File: src/rtl/seven_segment_scan_decoder.sv
// ---------------------------------------------------------------------------
// seven_segment_scan_decoder
//
// Watches the anode and segment lines of a multiplexed 4-digit, active-low
// seven-segment display and reconstructs the hex value being shown. Each
// digit activation must stay stable for SETTLE_CYCLES cycles before it is
// sampled. Once all four digits have been captured, the frame is published
// on result.
//
// Parameters
//   SETTLE_CYCLES : consecutive stable cycles needed before a digit is
//                   sampled (2..255)
//
// Ports
//   clk          : rising-edge system clock
//   rst          : asynchronous, active-high reset
//   anode1..4    : active-low digit selects; anodeN maps to result[4N-1:4N-4]
//   segment      : active-low segment pattern, bit order {g,f,e,d,c,b,a}
//   result       : last complete decoded 4-digit value
//   frame_valid  : one-cycle pulse when result updates
//   frame_err    : qualified by frame_valid; the frame held an invalid digit
//   pattern_err  : one-cycle pulse for each sampled invalid pattern
//   digit_seen   : per-anode capture mask of the frame in progress
// ---------------------------------------------------------------------------
module seven_segment_scan_decoder #(
  parameter int SETTLE_CYCLES = 4
) (
  input  logic        clk,
  input  logic        rst,
  input  logic        anode1,
  input  logic        anode2,
  input  logic        anode3,
  input  logic        anode4,
  input  logic [6:0]  segment,
  output logic [15:0] result,
  output logic        frame_valid,
  output logic        frame_err,
  output logic        pattern_err,
  output logic [3:0]  digit_seen
);

  localparam logic [7:0] SETTLE = 8'(SETTLE_CYCLES);

  // Registered pin copies (p0) and their one-cycle-older copies (p1).
  logic [3:0]  anode_p0;
  logic [6:0]  segment_p0;
  logic [3:0]  anode_p1;
  logic [6:0]  segment_p1;

  logic [7:0]  settle_cnt;
  logic [7:0]  settle_nxt;
  logic [3:0]  sel;
  logic        sel_valid;
  logic        changed;
  logic        sample;

  logic [4:0]  dec;
  logic        dec_ok;
  logic [3:0]  dec_nib;

  logic [15:0] staging;
  logic        err_flag;
  logic        frame_done;
  logic [3:0]  seen_nxt;
  logic        err_nxt;

  // Maps an active-low gfedcba pattern to {valid, nibble}.
  function automatic logic [4:0] seg_decode(input logic [6:0] s);
    logic [4:0] r;
    case (s)
      7'h40:   r = {1'b1, 4'h0};
      7'h79:   r = {1'b1, 4'h1};
      7'h24:   r = {1'b1, 4'h2};
      7'h30:   r = {1'b1, 4'h3};
      7'h19:   r = {1'b1, 4'h4};
      7'h12:   r = {1'b1, 4'h5};
      7'h02:   r = {1'b1, 4'h6};
      7'h78:   r = {1'b1, 4'h7};
      7'h00:   r = {1'b1, 4'h8};
      7'h10:   r = {1'b1, 4'h9};
      7'h08:   r = {1'b1, 4'hA};
      7'h03:   r = {1'b1, 4'hB};
      7'h46:   r = {1'b1, 4'hC};
      7'h21:   r = {1'b1, 4'hD};
      7'h06:   r = {1'b1, 4'hE};
      7'h0E:   r = {1'b1, 4'hF};
      default: r = 5'b0_0000;
    endcase
    return r;
  endfunction

  // ---- Stage p0/p1: input capture and change history ----
  always_ff @(posedge clk or posedge rst) begin
    if (rst) begin
      anode_p0   <= 4'b1111;
      segment_p0 <= 7'h00;
      anode_p1   <= 4'b1111;
      segment_p1 <= 7'h00;
      settle_cnt <= 8'd0;
    end else begin
      anode_p0   <= {anode4, anode3, anode2, anode1};
      segment_p0 <= segment;
      anode_p1   <= anode_p0;
      segment_p1 <= segment_p0;
      settle_cnt <= settle_nxt;
    end
  end

  // ---- Settle tracking and sample decision on the p0 copies ----
  always_comb begin
    sel        = ~anode_p0;
    sel_valid  = $onehot(sel);
    changed    = (anode_p0 != anode_p1) || (segment_p0 != segment_p1);
    settle_nxt = settle_cnt;
    if (!sel_valid)
      settle_nxt = 8'd0;
    else if (changed)
      settle_nxt = 8'd1;
    else if (settle_cnt < SETTLE)
      settle_nxt = settle_cnt + 8'd1;
    // Fires only on the transition into SETTLE, so a long hold samples once.
    sample  = sel_valid && (settle_nxt == SETTLE) && (settle_cnt != SETTLE);
    dec     = seg_decode(segment_p0);
    dec_ok  = dec[4];
    dec_nib = dec[3:0];
  end

  // A completed mask is retired this cycle; a sample landing in the same
  // cycle starts the next frame from an empty mask.
  always_comb begin
    frame_done = (digit_seen == 4'b1111);
    seen_nxt   = frame_done ? 4'b0000 : digit_seen;
    err_nxt    = frame_done ? 1'b0 : err_flag;
    if (sample) begin
      seen_nxt = seen_nxt | sel;
      err_nxt  = err_nxt | ~dec_ok;
    end
  end

  // ---- Stage p2: staging, frame assembly and output pulses ----
  always_ff @(posedge clk or posedge rst) begin
    if (rst) begin
      staging     <= 16'h0000;
      digit_seen  <= 4'b0000;
      err_flag    <= 1'b0;
      result      <= 16'h0000;
      frame_valid <= 1'b0;
      frame_err   <= 1'b0;
      pattern_err <= 1'b0;
    end else begin
      frame_valid <= 1'b0;
      frame_err   <= 1'b0;
      pattern_err <= 1'b0;
      if (frame_done) begin
        result      <= staging;
        frame_valid <= 1'b1;
        frame_err   <= err_flag;
      end
      if (sample) begin
        pattern_err <= ~dec_ok;
        // Invalid patterns leave the slot holding its previous digit.
        if (dec_ok) begin
          for (int i = 0; i < 4; i++) begin
            if (sel[i])
              staging[4*i +: 4] <= dec_nib;
          end
        end
      end
      digit_seen <= seen_nxt;
      err_flag   <= err_nxt;
    end
  end

endmodule

File: config.mk
export PLATFORM = sky130hd
export DESIGN_NAME = seven_segment_scan_decoder
export DESIGN_NICKNAME = d
export VERILOG_FILES = /design/src/rtl/seven_segment_scan_decoder.sv
export SDC_FILE = /design/constraint.sdc
export NUM_CORES = 1
export LEC_CHECK = 0
export ABC_CLOCK_PERIOD_IN_PS = 6500
export BUFFER_PORTS_ARGS = -buffer_cell sky130_fd_sc_hd__buf_2
export CORE_MARGIN = 2
export CORE_UTILIZATION = 50
export CTS_CLUSTER_DIAMETER = 200
export DETAILED_ROUTE_END_ITERATION = 10
export GPL_TIMING_DRIVEN = 1
export HOLD_SLACK_MARGIN = 0.06
export PLACE_DENSITY = 0.69
export SETUP_SLACK_MARGIN = 0.2
export SLEW_MARGIN = 20
export SYNTH_ARGS = -nofsm -noshare
export SYNTH_HDL_FRONTEND = slang
export SYNTH_SLANG_ARGS = --single-unit
File: constraint.sdc
create_clock -name clk -period 6.5 [get_ports clk]
set_input_delay 0.975 -clock clk [delete_from_list [all_inputs] [get_ports clk]]
set_output_delay 0.975 -clock clk [all_outputs]
set_load 0.01 [all_outputs]
# After elaboration in Yosys (flattened, before gate mapping)
# Index checks and enable logic that the tools add are counted.
# word_totals
output_inout_bits	23
register_bits	70
in_bits	13
# classes
muxes	11
magnitude_cmp	1
n_reduce_logical	8
bitwise	4
addsub	4
n_eq_ne	21
# ops
operator	count
$pmux W5 S16	1
$eq A7 B7 Y1 const B	4
$mux W8	3
$eq A7 B5 Y1 const B	3
$eq A7 B6 Y1 const B	3
$eq A7 B2 Y1 const B	2
$eq A7 B4 Y1 const B	2
$reduce_and A3 Y1	4
$add A8 B1 Y8 const B	1
$eq A8 B3 Y1 const B	1
$lt A8 B3 Y1 const B	1
$mux W4	2
$ne A8 B3 Y1 const B	1
$eq A7 B3 Y1 const B	1
$logic_not A7 Y1	1
$ne A7 B7 Y1	1
$mux W1	5
$add A1 B1 Y2	2
$eq A4 B4 Y1 const B	1
$ne A4 B4 Y1	1
$not A4 Y4	1
$or A4 B4 Y4	1
$add A2 B2 Y3	1
$eq A3 B1 Y1 const B	1
other kinds (4)	5

# Depth between registers and ports, before layout
# depth
ltp_word	9
mapped_depth	10
depth_no_buf	9

# Worst setup path after synthesis
# No wires, ideal clock.
# synth_timing
path_kind	register to register
startpoint	reg anode_p0[1]
endpoint	reg staging[0]
setup_slack_ps	3476
arrival_ps	2900
path_stages_with_launch	10
period_less_slack_ps	3024
required_ps	6375
n_path_buf	0
cell_sequence	dfstp_2 -> fa_1 -> inv_1 -> ha_1 -> ha_1 -> nor3b_1 -> nand4_1 -> or4_1 -> a211oi_2 -> mux2_2
# synth_between
elab_chain_len	9
word_cells_on_any_way	12
cone_classes	add/sub (2); eq/ne (3); mux (2); bitwise (1); reduce/logical (4)
# synth_rtl
element	line	source
from (decl)	45	logic [3:0] anode_p0;
from (signal assigned)	101	anode_p0 <= {anode4, anode3, anode2, anode1};
$not A4 Y4	111	sel = ~anode_p0;
$add A1 B1 Y2 (not written as such)	112	sel_valid = $onehot(sel);
$add A2 B2 Y3 (not written as such)	112	
$eq A3 B1 Y1	112	
$mux W8	115	if (!sel_valid)
$eq A8 B3 Y1	122	sample = sel_valid && (settle_nxt == SETTLE) && (settle_cnt != SETTLE);
$logic_and A1 B1 Y1 * (2 in series)	122	
$reduce_and A3 Y1 (no source line) *	--	
to (signal, indexed assignment)	165	staging[4*i +: 4] <= dec_nib;
to (decl)	61	logic [15:0] staging;
# Mark *: on every way between the ends. The rest lies on a longest branch, timed or not.
# A chain may end at the register's enable or synchronous reset.

# Final worst setup path
# layout_timing
startpoint	reg anode_p0[1]
endpoint	reg staging[5]
# layout_between
elab_chain_len	9
word_cells_on_any_way	12
cone_classes	add/sub (2); eq/ne (3); mux (2); bitwise (1); reduce/logical (4)
# layout_rtl
element	line
$not A4 Y4	111
$add A1 B1 Y2 (not written as such)	112
$add A2 B2 Y3 (not written as such)	112
$eq A3 B1 Y1	112
$mux W8	115
$eq A8 B3 Y1	122
$logic_and A1 B1 Y1 (2 in series)	122
$reduce_and A3 Y1 (no source line) *	--
# Marked as above.

==> flow_summary_export.csv <==
group,metric,value,unit
run_status,status,"completed",
cts,cts_tree,"built",
sta,finClkSkew,0.0126,ns
cells_and_area,n_fill_cell,535,
critical_path,critPathKind,"reg -> reg",
global_route,grt_use_total,0.186,
yosys,synth_ff_type,"dfrtp_1",
critical_path,cp_slowest_stage_delay,0.60,ns
drt,dr.pass1.iters,4,
sta,setup_tns,0,ns
yosys,synth_area_leader_cell,"dfrtp_1",
drt,wl_per_cell,14.4,um
critical_path,cp.depth,9,
drt,drtAntennaViolNets,0,
critical_path,arrival,3.56,ns
cts,cts_hold_buffers,0,
yosys,async_flop_share,1.00,
yosys,synth_edf_count,0,
place,portBuffers,35,
sta,fin_crit,3.34,ns
drt,drt-initial-drc-count,109,
cells_and_area,most-common-layout-cells,"dfrtp_1, nand2_1, buf_2",
floorplanning,core,5890,um^2
place,placed_cell_area,3240,um^2
critical_path,required,6.72,ns
sta,period_share,0.513,
critical_path,reg2reg_depth,9,
drt,drcViolationCount,0,
min_path,min_path_cells,0,
critical_path,critPathBufInv,1,
yosys,yosysTopAreaCellShare,0.515,
cts,cts_buffers,9,
yosys,syn_area_per_cell,11.5,um^2
place,dp_worst_setup_slack,3.16,ns
global_route,grt_max_degree,71,
critical_path,slowest_stage,"dfstp_2",
run,max_cap_violations,0,
global_route,grt_overflow_total,0,
yosys,syn_area,3020,um^2
sta,slew_viol_final,0,
cells_and_area,syn_to_final_growth,12.9,%
sta,rsz0062_at_grt,"no",
yosys,seq_area_frac_synth,0.584,
critical_path,critical_path_peak_fanout,6,
critical_path,reg2reg_from,"anode_p0[1]",
cts,cts.sinks,70,
drt,avgViaCountPerCell,5.30,
cts,path_clk_slew,0.07,ns
power_and_ir_drop,p_leak,1.64,nW
yosys,synth.distinct_cells,49,
min_path,min_from,"anode_p0[1]",
global_route,antenna_found_initial,0,
floorplanning,initial_core_util,0.512,
floorplanning,io_pins,36,
place,routabilityCongestion,0.763,
place,dp.final_hpwl,3.65,mm
yosys,yosysWarnings,0,
yosys,syn_inst,263,
sta,hold_violations,0,
power_and_ir_drop,irDropWorstVdd,127,uV
cells_and_area,fin_nets,318,
critical_path,critPathMostFrequentCell,"ha_1",
cts,post_cts.repair.setup_buffers,0,
sta,whs,0.412,ns
cts,root_buffer,"clkbuf_8",
cts,ctsResizeCount,0,
drt,wirelength,5.45,mm
floorplanning,dieArea,6670,um^2
cells_and_area,n_antenna_cell,0,
sta,fin_ws,3.16,ns
critical_path,start_kind,"register",
sta,maxSlewHeadroom,0.419,
sta,setup_viol,0,
drt,vias,2008,
critical_path,path_cells,"fa_1 > inv_1 > ha_1 > ha_1 > nor3b_1 > nand4_1 > or4_1 > a211oi_2 > mux2_2",
global_route,met2_usage,0.266,
cells_and_area,layout_commonest_cell,"dfrtp_1",
yosys,synth_seq_cells,70,
power_and_ir_drop,power.density,237,nW/um^2
critical_path,crit_family,"simple AND/OR/NAND/NOR gates",
cts,htree_num_levels,3,
cts,clkLatencyLatePin,0.34,ns
min_path,hp-class,"reg -> reg",
global_route,grt_pass1_vias,1903,
critical_path,worstSetupStartpoint,"anode_p0[1]",
global_route,met3_usage,0.0593,
floorplanning,die_h,81.7,um
global_route,met1_usage,0.267,
yosys,synth_area_leaders,"dfrtp_1, dfstp_2, nand2_1, mux2_2, xnor2_1",
yosys,syn_nets,281,
global_route,grt_pass1_wl,9.18,mm
cells_and_area,drive_above_1_share,0.273,
floorplanning,rows,28,
critical_path,reg2reg_setup_slack,3.16,ns
cells_and_area,postLayoutCellArea,3400,um^2
global_route,gr-max-usage-layer,"met1",
floorplanning,fp.dieW,81.7,um
sta,worst-slew-pin-transition,0.871,ns
sta,max_freq,0.300,GHz
cts,clockBufferDepth,2,
critical_path,cp-end-kind,"register",
final timing paths:
kind / to
setup / recovery: staging[5]
hold / removal: anode_p1[1]
setup reg to reg: staging[5]
hold reg to reg: anode_p1[1]
max in group asynchronous: result[13]
min in group asynchronous: segment_p0[1]
through the flow:
step,utilization,power [W],instances
final,0.578,0.000806,379
after global routing,0.578,0.000841,379
after CTS,0.578,0.000812,379
after detailed placement,0.551,0.000514,364
after global placement,0.551,0.000513,364
after floorplan,-,0.000501,263
state kept, by name, summed over array words and instances (netlist names):
name         flops
anode_p0         4
anode_p1         4
digit_seen       4
err_flag         1
frame_err        1
frame_valid      1
pattern_err      1
result          16
segment_p0       7
segment_p1       7
settle_cnt       8
staging         16
cells in the mapped netlist, drive strengths merged (3+ instances only):
master / count
o21ai: 13
nand2: 51
inv: 13
buf: 8
nor3: 6
or3: 5
dfrtp: 62
or4: 3
xnor2: 12
a211oi: 5
and2: 6
nor4: 3
clkbuf: 3
ha: 4
nor2: 5
nand4: 7
a2111oi: 3
mux2: 13
dfstp: 8
per-layer routing:
layer  wire [um]  vias to the layer above
li1            -                      982
met1        2760                      990
met2        2460                       30
met3         174                        6
met4          60                        0
met5           0                        -
cell type report:
type                       instances  area (um^2)  share of cell area
timing repair buffer              37          190              0.0559
clock buffer                       9          124              0.0364
inverter                          13         48.8              0.0143
clock inverter                     6         38.8              0.0114
tap                               75         93.8              0.0276
multi-input combinational        169         1150               0.337
sequential                        70         1760               0.517
power by group:
group	internal, W	switching [W]
Combinational	0.0000191	0.0000259
Clock	0.000135	0.000165
Sequential	0.000445	0.0000153
Total	0.000600	0.000206
cells by family after synthesis:
family	after synthesis	share of synthesized area
buffers and inverters	24	0.0353
muxes	14	0.0519
adders and majority gates	5	0.0232
DFF	70	0.584
AOI/OAI and AO/OA	35	0.0942
xor gates and xnor gates	14	0.0407
and+or+nand+nor	101	0.171
(Power assumes the default switching activity.)
